===== config.mk =====
export PLATFORM = sky130hd
export DESIGN_NAME = expr_gen
export DESIGN_NICKNAME = d
export VERILOG_FILES = /design/src/rtl/expr_pkg.sv /design/src/rtl/expr_char_enc.sv /design/src/rtl/expr_gen.sv
export SDC_FILE = /design/constraint.sdc
export NUM_CORES = 1
export LEC_CHECK = 0
export BUFFER_PORTS_ARGS = -buffer_cell sky130_fd_sc_hd__buf_2
export CAP_MARGIN = 20
export CORE_MARGIN = 3
export CORE_UTILIZATION = 55
export CTS_CLUSTER_DIAMETER = 60
export DETAILED_ROUTE_END_ITERATION = 6
export PLACE_DENSITY_LB_ADDON = 0.2
export SYNTH_ARGS = -nofsm -noshare
export SYNTH_HDL_FRONTEND = slang
export SYNTH_SLANG_ARGS = --single-unit

===== constraint.sdc =====
create_clock -name clk -period 2.63 [get_ports clk]
set_input_delay 0.263 -clock clk [delete_from_list [all_inputs] [get_ports clk]]
set_output_delay 0.263 -clock clk [all_outputs]
set_load 0.005 [all_outputs]

===== src/rtl/expr_pkg.sv =====
// Shared constants and types for the ASCII arithmetic-expression generator.
package expr_pkg;

  localparam logic [7:0] CH_ZERO = 8'h30;
  localparam logic [7:0] CH_PLUS = 8'h2B;
  localparam logic [7:0] CH_MUL  = 8'h2A;

  typedef enum logic {
    OP_PLUS = 1'b0,
    OP_MUL  = 1'b1
  } op_e;

  typedef enum logic [1:0] {
    S_IDLE = 2'd0,
    S_DIG  = 2'd1,
    S_OP   = 2'd2
  } state_e;

  function automatic logic [7:0] op_char(input logic op_bit);
    logic [7:0] ch;
    case (op_e'(op_bit))
      OP_PLUS: ch = CH_PLUS;
      OP_MUL:  ch = CH_MUL;
      default: ch = CH_PLUS;
    endcase
    return ch;
  endfunction

endpackage


===== src/rtl/expr_char_enc.sv =====
// Combinational map from (is_op, digit, op bit) to one ASCII character.
module expr_char_enc (
  input  logic       is_op,
  input  logic [3:0] digit,
  input  logic       op_bit,
  output logic [7:0] ch
);
  import expr_pkg::*;

  // Operator slots use the op encoding, digit slots offset from ASCII '0'.
  always_comb begin
    ch = 8'h00;
    if (is_op) begin
      ch = op_char(op_bit);
    end else begin
      ch = CH_ZERO + {4'h0, digit};
    end
  end

endmodule


===== src/rtl/expr_gen.sv =====
// Emits a latched digit/operator list as an ASCII expression stream, one char per beat.
// Optional EXPR_GEN_TRAIL_EN appends a trailing operator for malformed-stream testing.
module expr_gen #(
  parameter int MAX_TERMS = 8,
  parameter int CNT_W     = 4
) (
  input  logic                   clk,
  input  logic                   clr,
  input  logic                   start,
  input  logic [CNT_W-1:0]       num_terms,
  input  logic [4*MAX_TERMS-1:0] digits,
  input  logic [MAX_TERMS-2:0]   ops,
  output logic                   ready,
  output logic                   out_valid,
  input  logic                   out_ready,
  output logic [7:0]             out_char,
  output logic                   out_last,
  output logic                   err
);
  import expr_pkg::*;

  state_e                 state_q, state_d;
  logic [CNT_W-1:0]       k_q, k_d;
  logic [CNT_W-1:0]       n_q, n_d;
  logic [4*MAX_TERMS-1:0] digits_q, digits_d;
  logic [MAX_TERMS-2:0]   ops_q, ops_d;
  logic                   ready_q, ready_d;
  logic                   out_valid_q, out_valid_d;
  logic [7:0]             out_char_q, out_char_d;
  logic                   out_last_q, out_last_d;
  logic                   err_q, err_d;

  logic                   load_bad_s;
  logic                   beat_s;
  logic [3:0]             cur_digit_s;
  logic                   cur_op_s;
  logic [7:0]             enc_char_s;

  assign beat_s = out_valid_q && out_ready;

  // Load validation: count range, then BCD check on the first N terms only.
  always_comb begin
    load_bad_s = 1'b0;
    if ((num_terms == {CNT_W{1'b0}}) || (num_terms > CNT_W'(MAX_TERMS))) begin
      load_bad_s = 1'b1;
    end else begin
      for (int i = 0; i < MAX_TERMS; i++) begin
        if ((CNT_W'(i) < num_terms) && (digits[4*i +: 4] > 4'd9)) begin
          load_bad_s = 1'b1;
        end else begin
          load_bad_s = load_bad_s;
        end
      end
    end
  end

  // Next-state, index and latch update.
  always_comb begin
    state_d  = state_q;
    k_d      = k_q;
    n_d      = n_q;
    digits_d = digits_q;
    ops_d    = ops_q;
    err_d    = 1'b0;
    case (state_q)
      S_IDLE: begin
        if (start && load_bad_s) begin
          err_d = 1'b1;
        end else if (start) begin
          digits_d = digits;
          ops_d    = ops;
          n_d      = num_terms;
          k_d      = {CNT_W{1'b0}};
          state_d  = S_DIG;
        end else begin
          state_d = S_IDLE;
        end
      end
      S_DIG: begin
        if (beat_s && (k_q == n_q - CNT_W'(1))) begin
`ifdef EXPR_GEN_TRAIL_EN
          state_d = S_OP;
`else
          state_d = S_IDLE;
`endif
        end else if (beat_s) begin
          state_d = S_OP;
        end else begin
          state_d = S_DIG;
        end
      end
      S_OP: begin
        if (beat_s) begin
`ifdef EXPR_GEN_TRAIL_EN
          if (k_q == n_q - CNT_W'(1)) begin
            state_d = S_IDLE;
          end else begin
            k_d     = k_q + CNT_W'(1);
            state_d = S_DIG;
          end
`else
          k_d     = k_q + CNT_W'(1);
          state_d = S_DIG;
`endif
        end else begin
          state_d = S_OP;
        end
      end
      default: state_d = S_IDLE;
    endcase
  end

  // Operand/operator selection at the next index; the slot past the op list reads as '+'.
  always_comb begin
    cur_digit_s = 4'h0;
    cur_op_s    = 1'b0;
    for (int i = 0; i < MAX_TERMS; i++) begin
      if (k_d == CNT_W'(i)) begin
        cur_digit_s = digits_d[4*i +: 4];
      end else begin
        cur_digit_s = cur_digit_s;
      end
    end
    for (int i = 0; i < MAX_TERMS - 1; i++) begin
      if (k_d == CNT_W'(i)) begin
        cur_op_s = ops_d[i];
      end else begin
        cur_op_s = cur_op_s;
      end
    end
  end

  expr_char_enc u_enc (
    .is_op  (state_d == S_OP),
    .digit  (cur_digit_s),
    .op_bit (cur_op_s),
    .ch     (enc_char_s)
  );

  // Outputs are registered from the next state so they change together with it.
  always_comb begin
    ready_d     = (state_d == S_IDLE);
    out_valid_d = (state_d != S_IDLE);
    out_char_d  = 8'h00;
    out_last_d  = 1'b0;
    if (out_valid_d) begin
      out_char_d = enc_char_s;
`ifdef EXPR_GEN_TRAIL_EN
      out_last_d = (state_d == S_OP) && (k_d == n_d - CNT_W'(1));
`else
      out_last_d = (state_d == S_DIG) && (k_d == n_d - CNT_W'(1));
`endif
    end else begin
      out_char_d = 8'h00;
      out_last_d = 1'b0;
    end
  end

  // State and output registers.
  always_ff @(posedge clk or negedge clr) begin
    if (!clr) begin
      state_q     <= S_IDLE;
      k_q         <= {CNT_W{1'b0}};
      n_q         <= {CNT_W{1'b0}};
      digits_q    <= {(4*MAX_TERMS){1'b0}};
      ops_q       <= {(MAX_TERMS-1){1'b0}};
      ready_q     <= 1'b1;
      out_valid_q <= 1'b0;
      out_char_q  <= 8'h00;
      out_last_q  <= 1'b0;
      err_q       <= 1'b0;
    end else begin
      state_q     <= state_d;
      k_q         <= k_d;
      n_q         <= n_d;
      digits_q    <= digits_d;
      ops_q       <= ops_d;
      ready_q     <= ready_d;
      out_valid_q <= out_valid_d;
      out_char_q  <= out_char_d;
      out_last_q  <= out_last_d;
      err_q       <= err_d;
    end
  end

  assign ready     = ready_q;
  assign out_valid = out_valid_q;
  assign out_char  = out_char_q;
  assign out_last  = out_last_q;
  assign err       = err_q;

endmodule

Word-level counts from Yosys, hierarchy flattened. Cells that the tools add are included.

Register bits: 61. Input bits: 47. Output and inout port bits: 12. Logic and storage cells: 112.

Add/subtract/negate cells: 4. Order comparisons: 17. Eq/ne operators: 13. Muxes and demuxes: 49. Bitwise operators: 1. Reduce and logical (&&, ||, !) cells: 18.

Operators with widths (number): 2-to-1 mux 32 bit (3); 2-to-1 mux 4 bit (14); > comparator 4 bit (second input constant) (9); 2-to-1 mux 7 bit (3); 2-to-1 mux 1 bit (20); == test 4 x 3 -> 1 bit (second input constant) (4); less-than comparator 3 x 4 -> 1 bit (first input constant) (4); 2-to-1 mux 8 bit (2); case mux 8 bit (2 select lines) (1); logical AND 1 bit (12); == test 4 x 2 -> 1 bit (second input constant) (2); == test 4 bit (2); zero test 4 bit (2); less-than comparator 1 x 4 -> 1 bit (first input constant) (2); less-than comparator 2 x 4 -> 1 bit (first input constant) (2); 2-to-1 mux 2 bit (4); case mux 4 bit (2 select lines) (1); subtractor 4 x 1 -> 4 bit (second input constant) (2); adder 6 x 4 -> 7 bit (first input constant) (1); case mux 2 bit (3 select lines) (1); adder 4 x 1 -> 4 bit (second input constant) (1); == test 2 x 1 -> 1 bit (second input constant) (2); == test 2 bit (second input constant) (2); == test 4 x 1 -> 1 bit (second input constant) (1); other kinds (4) (5).

Longest topological paths before layout.
Word-level depth: 26. Depth in mapped cells: 14. Mapped depth without buffers: 12.

Hierarchy. From an unflattened synthesis, not the netlist that was laid out.

Cell total of the unflattened synthesis: 362. Area total of the unflattened synthesis: 3293.2 um^2.

Modules (own cells, without submodules): expr_gen (instances 1, cells each 351, area each 3225.6 um^2, seq. area each 1527.7 um^2); expr_char_enc (instances 1, cells each 11, area each 67.6 um^2, seq. area each 0.0 um^2).

Least setup slack after synthesis. OpenSTA, ideal clock, no wires.

Path type: input to register. Start point: input num_terms[3]. End point: register out_last_q (netlist: out_last). Setup time: 0.087 ns. Data arrival time: 2.753 ns. Data required time: 2.543 ns. Path slack: -0.210 ns. Stages: 14. Path buffers: 2. Cells stage by stage: buf_6 or3_4 o211ai_2 nand4_4 or3_1 nor2_2 clkbuf_1 nor2_1 a21o_1 inv_1 ha_1 xnor2_1 nand2_1 a211oi_2.

Longest elaborated chain between the ends: 18.

Ends and longest elaborated chain: start: declaration (line expr_gen.sv:10) `input logic [CNT_W-1:0] num_terms,`; less-than comparator 1 x 4 -> 1 bit (line expr_gen.sv:48) `if ((CNT_W'(i) < num_terms) && (digits[4*i +: 4] > 4'd9)) begin`; logical AND 1 bit (line expr_gen.sv:48); 2-to-1 mux 1 bit (8 in a row) (line expr_gen.sv:48); 2-to-1 mux 1 bit (*) (line expr_gen.sv:44) `if ((num_terms == {CNT_W{1'b0}}) || (num_terms > CNT_W'(MAX_TERMS))) begin`; logical AND 1 bit (*) (line expr_gen.sv:67) `if (start && load_bad_s) begin`; 2-to-1 mux 4 bit (*) (line expr_gen.sv:67); 2-to-1 mux 4 bit (*) (line expr_gen.sv:65) `case (state_q)`; net n_d[1] (line expr_gen.sv:24) `logic [CNT_W-1:0] n_q, n_d;`; subtractor 4 x 1 -> 4 bit (*) (line expr_gen.sv:151) `out_last_d = (state_d == S_DIG) && (k_d == n_d - CNT_W'(1));`; == test 4 bit (*) (line expr_gen.sv:151); logical AND 1 bit (*) (line expr_gen.sv:151); 2-to-1 mux 1 bit (*) (line expr_gen.sv:146) `if (out_valid_d) begin`; net out_last_d (line expr_gen.sv:30) `logic out_last_q, out_last_d;`; end signal: assignment (line expr_gen.sv:181) `out_last_q <= out_last_d;`; end: declaration (line expr_gen.sv:30).

The timed path passes the listed nets; every way through them passes the cells marked *.

==> results by group <==
Timing
  • Max Clock Freq: ~400 MHz
  • Max_slew headroom: 0.482
  • Slew Viols, Final: 0
  • Setup TNS: 0 ps
  • Layout Skew: 6.82 ps
  • Setup-failing EPs final: 0
  • Slew @ Worst Pin: ~800 ps
  • Period utilization: 0.974
  • PnR worst setup slack: roughly 70 ps
  • Hold_ws: -11.1 ps
  • Final Hold Viols: 10
  • Period minus WS final: between 2000 and 3000 ps

Detailed routing
  • Total Wirelength: about 9000 um
  • Antenna viol nets, final: 0
  • Routed len/inst: roughly 17 um
  • Via density: 5.75
  • Vias: roughly 3000
  • Iteration-0 DRC Markers: slightly above 200
  • Residual DRC: 0
  • DR pass1 iterations: 5

Power
  • Leak pwr: 0.00208 uW
  • VDD IR max: 0.788 mV
  • Power density cells: around 1100 nW/um^2
  • Power, Total: between 4000 and 5000 uW

Critical path
  • Worst reg2reg setup slack: around 68 ps
  • Path type of the worst setup path: reg2reg
  • R2R Path End: out_char[3]
  • Critical register-to-register path startpoint: out_char[5]
  • Required @ worst endpoint: about 2900 ps
  • CP Launch Type: flip-flop
  • Crit path DAT: ~2800 ps
  • Worst setup startpoint: out_char[5]
  • Worst-path fanout max: 7
  • R2R cell count: 10
  • Crit. End Element: flip-flop

Placed design
  • Hpwl dp: 6620 um
  • Dpl ws: -168 ps
  • DP Area: about 3900 sq um
  • Placer Congestion: ~0.89
  • Port Buffers: 56

Cells and area
  • Final Cell Area: just over 4000 sq um
  • Fin util: 0.750
  • # fillers: between 400 and 500
  • Nets: roughly 500
  • ANT cells: 0
  • Layout cells sized above 1: 0.383
  • Area grow syn2layout: 30.6%

Yosys
  • Ys flop type: dfrtp_1
  • Register bit total from synthesis: just under 60
  • Synth warn: 0
  • Post-synth ARST share: 1.00
  • Post-synthesis sequential area ratio: 0.456
  • Number of synthesized flops with an enable pin: 0
  • Cells after Synth: 328
  • Synthesized area per cell: 9.71 sq um
  • Unique masters post-synth: 55
  • Netlist Area Pre-Place: ~3200 sq um

Outcome
  • Failing checks: hold timing
  • Outcome: finished, violations left

Floorplan
  • Io pins: 59
  • Core Area: approximately 5500 sq um
  • Rows: 27
  • Die Y: 82.1 um
  • Die W: roughly 80 um
  • Die area: just under 7000 sq um
  • Initial Util: 0.575

Clock tree
  • Clock root buffer: clkbuf_8
  • H-tree Lvls: 3
  • Clock Sinks: 58
  • Hold_buf cts: 0
  • Clk Latency, worst-skew pair: 340 ps
  • CTS Buf Count: 9
  • Clk pin slew, worst setup/hold paths: 70 ps
  • CTS tree: built
  • Clk buf depth: 2

Global routing
  • Grt total ovfl: 0
  • Total GRT Usage: 0.288
  • Vias in the first global route: 2899
  • First-pass GRT wire length: ~14000 um
  • Pin count of the biggest net entering global routing: 35
  • Initial antenna violation count: 0

Run
  • Max_cap viols: 0

Hold path
  • Min-delay worst type: in2async
-- cells in the mapped netlist, types with 6 or more instances --
library cell  number  share of area
a31oi_1            7          0.014
nand3_1           12          0.019
xnor2_1           11          0.030
mux2i_1            9          0.028
mux2_2            23          0.081
inv_1             13          0.015
a21oi_1            9          0.014
dfrtp_1           57           0.45
nand2_1           66          0.078
nor2_1            13          0.015
o21ai_0           18          0.028
clkbuf_1           6         0.0071
-- state kept, by name, summed over array words and instances, names as in the netlist --
register,flops
digits_q,32
ops_q,7
out_char,6
k_q,4
n_q,4
state_q,2
err,1
out_last,1
ready,1
-- power by group --
group	leakage (uW)	switching, uW	internal, uW
clock network	0.000119	366	609
registers	0.000743	205	1300
logic	0.00122	1020	1000
-- metal layers --
layer	global-route usage	vias to the layer above	share of wire
li1	-	1377	-
met1	0.363	1432	0.42
met2	0.480	123	0.50
met3	0.0466	20	0.058
met4	0.145	0	0.026
met5	0	-	0
-- how the worst max path moves through the flow --
stage / to / slack, ps / cells after the start
floorplan: out_last / 4 / 14
global placement: out_last / -130 / 11
detailed placement: out_last / -170 / 11
CTS: out_char[3] / 40 / 10
global route: out_char[3] / -7 / 10
finish: out_char[3] / 70 / 10
-- cell usage in the layout (no fill, tap or decap), types with 3 or more instances in the layout --
master | netlist | layout
mux2i_1 | 9 | 9
inv_1 | 13 | 13
a31oi_1 | 7 | 7
clkbuf_8 | 0 | 12
and3_1 | 3 | 3
or3_1 | 4 | 3
mux2_2 | 23 | 23
nor4_1 | 3 | 3
xnor2_1 | 11 | 11
buf_4 | 3 | 57
nand3_1 | 12 | 12
o21ai_0 | 18 | 17
nor3_1 | 4 | 4
o211ai_1 | 4 | 4
dfrtp_1 | 57 | 57
a21boi_0 | 3 | 3
a211oi_1 | 5 | 5
buf_2 | 4 | 56
a21oi_1 | 9 | 9
o221ai_1 | 5 | 5
nor2_1 | 13 | 13
nand2_1 | 66 | 64
ha_1 | 3 | 3
o22ai_1 | 4 | 4
-- through the flow --
step,hold WS [ps],std cells
2_1_floorplan,-32.6,329
3_3_place_gp,377,496
3_5_place_dp,376,496
4_1_cts,3.68,512
5_1_grt,48.9,513
6_report,-11.1,513
-- cell type report --
class	count	area, sq um	area share
Clock buffer	12	165	0.0397
Clock inverter	4	72.6	0.0175
Inverter	15	56.3	0.0135
Multi-Input combinational cell	239	1610	0.388
Sequential cell	58	1450	0.349
Tap cell	72	90.1	0.0217
Timing Repair Buffer	113	708	0.170
-- timing repair --
action                                  in CTS  in global routing
resized for setup                            0                  4
endpoints found under the setup margin       0                  5
setup buffers                                0                  1
-- worst max-delay path, cell delays in order, from the launching register on --
cell and delay, ps:
dfrtp_1 340, and2_1 150, mux2_2 340, a21oi_1 190, or4b_1 490, nand2_2 190, inv_2 100, buf_4 160
o21ai_0 230, a32o_1 210, a31oi_1 40
-- kinds of logic (layout without fill, tap and decap cells) --
kind of cell | after synthesis | in the layout | synth area share
compound gates | 75 | 75 | 0.164
buf+inv | 32 | 144 | 0.0452
xor+xnor | 12 | 12 | 0.0373
simple gates | 114 | 114 | 0.168
fa+ha+maj | 3 | 3 | 0.0118
other cells | 1 | 2 | 0.00118
mux | 33 | 33 | 0.117
flops | 58 | 58 | 0.456
(Power assumes the default switching activity.)
